===== src/rtl/mlp_pkg.sv =====
// Shared constants, state encoding and saturation helper for the SDRAM-resident MNIST MLP.
package mlp_pkg;

  localparam int unsigned N_IN       = 784;
  localparam int unsigned N_HID      = 200;
  localparam int unsigned N_OUT      = 10;
  localparam int unsigned ACC_W      = 40;
  localparam int unsigned FRAC_SHIFT = 8;

  localparam logic [31:0] BASE_IMG = 32'd0;
  localparam logic [31:0] BASE_W1  = 32'd2_000;
  localparam logic [31:0] BASE_W2  = 32'd320_000;
  localparam logic [31:0] BASE_L1  = 32'd400_000;
  localparam logic [31:0] BASE_L2  = 32'd450_000;

  localparam logic signed [ACC_W-1:0] SAT_HI = ACC_W'(32767);
  localparam logic signed [ACC_W-1:0] SAT_LO = ACC_W'(-32768);

  typedef enum logic [7:0] {
    IDLE   = 8'd0,
    RD_L1  = 8'd1,
    WT_L1  = 8'd2,
    RD_W2  = 8'd3,
    WT_W2  = 8'd4,
    MAC    = 8'd5,
    WR_L2  = 8'd6,
    NEXT   = 8'd7,
    WR_RES = 8'd8,
    DONE   = 8'd9
  } state_t;

  function automatic logic signed [15:0] sat16(input logic signed [ACC_W-1:0] v);
    if (v > SAT_HI) return 16'sh7FFF;
    if (v < SAT_LO) return 16'sh8000;
    return v[15:0];
  endfunction

endpackage


===== src/rtl/mac_sat.sv =====
// Registered signed 16x16 multiply-accumulate; score is the shifted, saturated accumulator.
module mac_sat
  import mlp_pkg::*;
#(
  parameter int unsigned SHIFT = FRAC_SHIFT
) (
  input  logic               clk,
  input  logic               reset_n,
  input  logic               clear,
  input  logic               en,
  input  logic signed [15:0] a,
  input  logic signed [15:0] b,
  output logic signed [15:0] score
);

  logic signed [ACC_W-1:0] acc;
  logic signed [31:0]      prod;
  logic signed [ACC_W-1:0] shifted;

  always_comb begin
    prod    = a * b;
    shifted = acc >>> SHIFT;
    score   = sat16(shifted);
  end

  always_ff @(posedge clk or negedge reset_n) begin
    if (!reset_n) begin
      acc <= '0;
    end else if (clear) begin
      acc <= '0;
    end else if (en) begin
      acc <= acc + ACC_W'(prod);
    end
  end

endmodule


===== src/rtl/layer2_classifier.sv =====
// MLP output layer: ReLU-buffers the layer-1 sums, scores 10 nodes against W2 and
// writes the scores plus the argmax digit back to SDRAM over an Avalon master.
module layer2_classifier
  import mlp_pkg::*;
(
  input  logic        clk,
  input  logic        reset_n,
  input  logic        waitrequest,
  input  logic        readdatavalid,
  input  logic [15:0] readdata,
  output logic        chipselect,
  output logic [1:0]  byteenable,
  output logic        read_n,
  output logic        write_n,
  output logic [31:0] address,
  output logic [15:0] writedata,
  input  logic        ready,
  output logic        done,
  output logic [3:0]  result,
  output logic [31:0] toHexLed
);

  localparam logic [7:0] LAST_HID = 8'(N_HID - 1);
  localparam logic [7:0] LAST_OUT = 8'(N_OUT - 1);

  state_t             state;
  logic [7:0]         idx;
  logic [7:0]         node;
  logic signed [15:0] weight;
  logic signed [15:0] best_val;
  logic [3:0]         best_idx;
  logic [15:0]        hid_buf [N_HID];
  logic signed [15:0] score;
  logic               mac_clear;
  logic               mac_en;
  logic [31:0]        l1_addr;
  logic [31:0]        w2_addr;
  logic [31:0]        l2_addr;

  assign chipselect = 1'b1;
  assign byteenable = 2'b11;
  assign toHexLed   = {node, idx, 8'h00, state};

  always_comb begin
    l1_addr   = BASE_L1 + {23'h0, idx, 1'b0};
    w2_addr   = BASE_W2 + ((32'(node) * 32'(N_HID) + 32'(idx)) << 1);
    l2_addr   = BASE_L2 + {23'h0, node, 1'b0};
    mac_clear = (state == IDLE) || (state == NEXT);
    mac_en    = (state == MAC);
  end

  mac_sat #(
    .SHIFT(FRAC_SHIFT)
  ) u_mac (
    .clk     (clk),
    .reset_n (reset_n),
    .clear   (mac_clear),
    .en      (mac_en),
    .a       (hid_buf[idx]),
    .b       (weight),
    .score   (score)
  );

  always_ff @(posedge clk) begin
    if (state == WT_L1 && readdatavalid) begin
      hid_buf[idx] <= readdata[15] ? '0 : readdata;
    end
  end

  // Each bus state issues its request on entry, then holds it until waitrequest drops.
  always_ff @(posedge clk or negedge reset_n) begin
    if (!reset_n) begin
      state     <= IDLE;
      read_n    <= 1'b1;
      write_n   <= 1'b1;
      address   <= '0;
      writedata <= '0;
      done      <= 1'b0;
      result    <= '0;
      idx       <= '0;
      node      <= '0;
      weight    <= '0;
      best_val  <= '0;
      best_idx  <= '0;
    end else begin
      case (state)
        IDLE: begin
          done <= 1'b0;
          if (ready) begin
            idx   <= '0;
            node  <= '0;
            state <= RD_L1;
          end
        end
        RD_L1: begin
          if (read_n) begin
            read_n  <= 1'b0;
            address <= l1_addr;
          end else if (!waitrequest) begin
            read_n <= 1'b1;
            state  <= WT_L1;
          end
        end
        WT_L1: begin
          if (readdatavalid) begin
            if (idx < LAST_HID) begin
              idx   <= idx + 8'd1;
              state <= RD_L1;
            end else begin
              idx   <= '0;
              node  <= '0;
              state <= RD_W2;
            end
          end
        end
        RD_W2: begin
          if (read_n) begin
            read_n  <= 1'b0;
            address <= w2_addr;
          end else if (!waitrequest) begin
            read_n <= 1'b1;
            state  <= WT_W2;
          end
        end
        WT_W2: begin
          if (readdatavalid) begin
            weight <= readdata;
            state  <= MAC;
          end
        end
        MAC: begin
          if (idx < LAST_HID) begin
            idx   <= idx + 8'd1;
            state <= RD_W2;
          end else begin
            state <= WR_L2;
          end
        end
        WR_L2: begin
          if (write_n) begin
            write_n   <= 1'b0;
            address   <= l2_addr;
            writedata <= score;
          end else if (!waitrequest) begin
            write_n <= 1'b1;
            if (node == '0 || $signed(writedata) > best_val) begin
              best_val <= writedata;
              best_idx <= node[3:0];
            end
            state <= NEXT;
          end
        end
        NEXT: begin
          idx <= '0;
          if (node < LAST_OUT) begin
            node  <= node + 8'd1;
            state <= RD_W2;
          end else begin
            state <= WR_RES;
          end
        end
        WR_RES: begin
          if (write_n) begin
            write_n   <= 1'b0;
            address   <= BASE_L2 + 32'(2 * N_OUT);
            writedata <= {12'h000, best_idx};
          end else if (!waitrequest) begin
            write_n <= 1'b1;
            result  <= best_idx;
            state   <= DONE;
          end
        end
        DONE: begin
          if (ready) begin
            done <= 1'b1;
          end else begin
            done  <= 1'b0;
            state <= IDLE;
          end
        end
        default: state <= IDLE;
      endcase
    end
  end

endmodule

===== config.mk =====
export PLATFORM = sky130hd
export DESIGN_NAME = layer2_classifier
export DESIGN_NICKNAME = d
export VERILOG_FILES = /design/src/rtl/mlp_pkg.sv /design/src/rtl/mac_sat.sv /design/src/rtl/layer2_classifier.sv
export SDC_FILE = /design/constraint.sdc
export NUM_CORES = 2
export LEC_CHECK = 0
export CAP_MARGIN = 0
export CORE_AREA = 2 2 460 462
export DETAILED_ROUTE_END_ITERATION = 16
export DIE_AREA = 0 0 462 464
export PLACE_DENSITY_LB_ADDON = 0.05
export SYNTH_ARGS = -nofsm -noshare
export SYNTH_HDL_FRONTEND = slang
export SYNTH_HIERARCHICAL = 1
export SYNTH_SLANG_ARGS = --single-unit

===== constraint.sdc =====
create_clock -name clk -period 15.25 [get_ports clk]
set_clock_uncertainty 0.1 [all_clocks]
set_input_delay 2.2875 -clock clk [delete_from_list [all_inputs] [get_ports clk]]
set_output_delay 2.2875 -clock clk [all_outputs]
set_load 0.05 [all_outputs]

==> reports/summary.log <==
INFO  timing         max_freq=90.5MHz
INFO  place          dp.final_hpwl=195,000um
INFO  route          first_pass_iters=6
INFO  place          place_congestion=0.861
INFO  critical_path  critical_path.most_common_cell=fa_1
INFO  route          vias=68,086
INFO  critical_path  worst-path-max-fanout=90
INFO  critical_path  crit-reg2reg-capture=u_mac/acc[38]
INFO  timing         timing.final.setup_violations=0
INFO  critical_path  setup.reg_to_reg.worst_slack=4200ps
INFO  run_status     run_status=finished, final reports clean
INFO  critical_path  start_kind=flip-flop
INFO  job            cap_violations=0
INFO  yosys          ys_dominant_reg_cell=edfxtp_1
INFO  die            dieHeight=464um
INFO  clock_network  worstSkewPairLatency=980ps
INFO  worst_hold_path hold_path.startpoint=address[19]
INFO  finish         fraction_of_layout_cells_with_a_size_suffix_above_1=24.2%
INFO  route          wirelength=330,000um
INFO  critical_path  required_arrival_time_at_the_worst_endpoint=15,920ps
INFO  yosys          synth.yosys.seq_area_share=69.0%
INFO  worst_hold_path cells_on_worst_hold_path=2
INFO  yosys          postSynthAreaPerCell=19.8um2
INFO  yosys          number_of_instances_in_the_synthesized_netlist=6,840
INFO  die            effective_utilization_at_floorplan=64.8%
INFO  die            io-pin-count=111
INFO  critical_path  critPathArrivalTime=11,720ps
INFO  yosys          synth_area=136,000um2
INFO  finish         areaGrowthSynthToFinish=11.1%
INFO  yosys          ys_top_cells_by_area=edfxtp_1, mux4_2, fa_1, dfrtp_1, ha_1
INFO  timing         period_minus_slack=11,050ps
INFO  route          routed_via_density=6.67
INFO  route          remaining_drc_errors=0
INFO  clock_network  cts_made_buffers=324
INFO  critical_path  r2r-start=idx[0]
INFO  timing         rsz0062_at_grt=no
INFO  clock_network  ctsResizeCount=0
INFO  critical_path  worst-setup-path-type=reg -> reg
INFO  yosys          synth-async-reset-ratio=4.40%
INFO  timing         setup-tns-final=0ps
INFO  global_route   grt_pass1_wl=483,000um
INFO  clock_network  clk_pin_slew_worst_paths=70ps
INFO  clock_network  tritoncts_clock_tree=done
INFO  die            die_w=462um
INFO  clock_network  clock_sink_count=3,138
INFO  yosys          synth_edf_count=3,000
INFO  timing         fin_hold_ws=378ps
INFO  yosys          yosysWarnings=6
INFO  timing         finalMaxSlewViolations=0
INFO  die            core_area=209,000um2
INFO  route          ant_nets=0
INFO  die            die_area=214,000um2
INFO  clock_network  cts_max_path_buffers=4
INFO  clock_network  cts-hold-fix-buffers=0
INFO  clock_network  cts.htree.levels=5
INFO  critical_path  critical_path_top_delay_cell=buf_4
INFO  yosys          synth.largest_area_cell=edfxtp_1
INFO  finish         nNetsFinal=7,708
INFO  critical_path  timing.reg2reg.worst_path_depth=27
INFO  yosys          ys_types=77
INFO  clock_network  cts_setup_buffers=0
INFO  critical_path  crit_path_max_incr_delay=750ps
INFO  timing         min_period_over_period=72.4%
INFO  timing         max_slew.worst_pin.slew=1460ps
INFO  global_route   overall_global_routing_resource_usage=31.6%
INFO  timing         timing.slew.headroom=2.43%
INFO  global_route   global_route.overflow_total=0
INFO  yosys          synth-seq-cells=3,138
INFO  worst_hold_path hold_end=address[19]
INFO  place          place.port_buffers=82
INFO  critical_path  worstSetupEndpointType=flip-flop
INFO  clock_network  clk_root_buffer_cell=clkbuf_16
INFO  worst_hold_path hold_crit_class=reg -> reg
INFO  global_route   largest_net_degree_at_the_start_of_global_routing=201
INFO  global_route   first_global_vias=68,569
INFO  timing         timing_hold_violations_final=0
INFO  route          drtIter0Drc=9,283
INFO  die            placement_rows=168
INFO  global_route   initial_antenna_violation_count=24
INFO  yosys          synth_largest_type_area_fraction=66.5%
INFO  route          routedWlPerCell=32.3um
[synth_stat cells (all sizes together), types with 54 or more instances]
master	number
buf	143
ha	184
fa	334
and2	123
edfxtp	3000
inv	451
clkbuf	232
nor2	325
nand2	295
a21oi	54
mux4	975
dfrtp	136
o21ai	83
[kinds of logic after synthesis]
family / count (synthesis) / synth area share (%)
adders and majority gates: 518 / 6.63
AOI/OAI and AO/OA: 338 / 1.66
buffers and inverters: 826 / 2.47
muxes: 1055 / 16.8
DFF: 3138 / 69.0
and+or+nand+nor: 900 / 3.00
other: 2 / 0.00554
xor gates and xnor gates: 63 / 0.407
[layout by cell type, fill, tap and decap left out, types with 32 or more instances in the layout]
master / count
nand2_1: 295
mux2_2: 41
and2_1: 123
clkdlybuf4s50_1: 80
o21ai_0: 82
inv_1: 451
clkbuf_1: 78
nor2_2: 42
ha_1: 184
xnor2_1: 44
clkinv_1: 72
buf_4: 245
a21oi_1: 53
clkbuf_16: 334
mux4_2: 975
nor2_1: 282
clkinv_2: 48
edfxtp_1: 3000
mux2i_1: 39
fa_1: 334
conb_1: 35
dfrtp_1: 130
a211oi_1: 32
[routing by layer]
layer	part of all wire, %	track usage, %
met5	0.0033	0
met4	3.0	10.1
met3	11	6.51
met2	47	46.9
met1	40	48.3
[state kept, by name (all words and copies together) (netlist names)]
name,count
address,19
best_idx,4
best_val,16
done,1
hid_buf,3000
idx,8
node,8
read_n,1
result,4
state,4
u_mac/acc,40
weight,16
write_n,1
writedata,16
[stage by stage]
stage                     worst slack [ps]  util, %  instances  cell area (um2)
after floorplan                       6060        -       6873           136000
after global placement                4250     67.4       9647           141000
after detailed placement              4210     67.4       9647           141000
after CTS                             4150     72.0      10205           151000
after global routing                  3730     72.0      10207           151000
final                                 4200     72.0      10215           151000
[worst max path at each step]
stage / startpoint / to / slack, ps / cells past startpoint
2_1_floorplan: idx[0] / u_mac/acc[38] / 6060 / 29
3_3_place_gp: idx[0] / u_mac/acc[38] / 4250 / 27
3_5_place_dp: idx[0] / u_mac/acc[38] / 4210 / 27
4_1_cts: idx[0] / u_mac/acc[38] / 4150 / 27
5_1_grt: idx[0] / u_mac/acc[38] / 3730 / 27
6_report: idx[0] / u_mac/acc[38] / 4200 / 27
[final cells by class]
class,instances,area (um2)
multi-input combinational,2909,39100
tap,2805,3510
fill,12238,58500
inverter,451,1690
clock buffer,412,8650
timing repair buffer,345,3020
antenna,9,22.5
clock inverter,146,1030
sequential,3138,93600
[worst max-delay path: cells and delay by family (launching register included)]
kind | cells | cell delay, ps
AO/OA/AOI/OAI | 5 | 1400
adder cells (fa/ha/maj) | 7 | 3360
buffers and inverters | 6 | 1580
multiplexers | 3 | 1630
AND/OR/NAND/NOR | 6 | 1990
flip-flops | 1 | 740
Power is not shown: default switching activity piles up to over one toggle a cycle in this logic, so the estimate is an artifact.
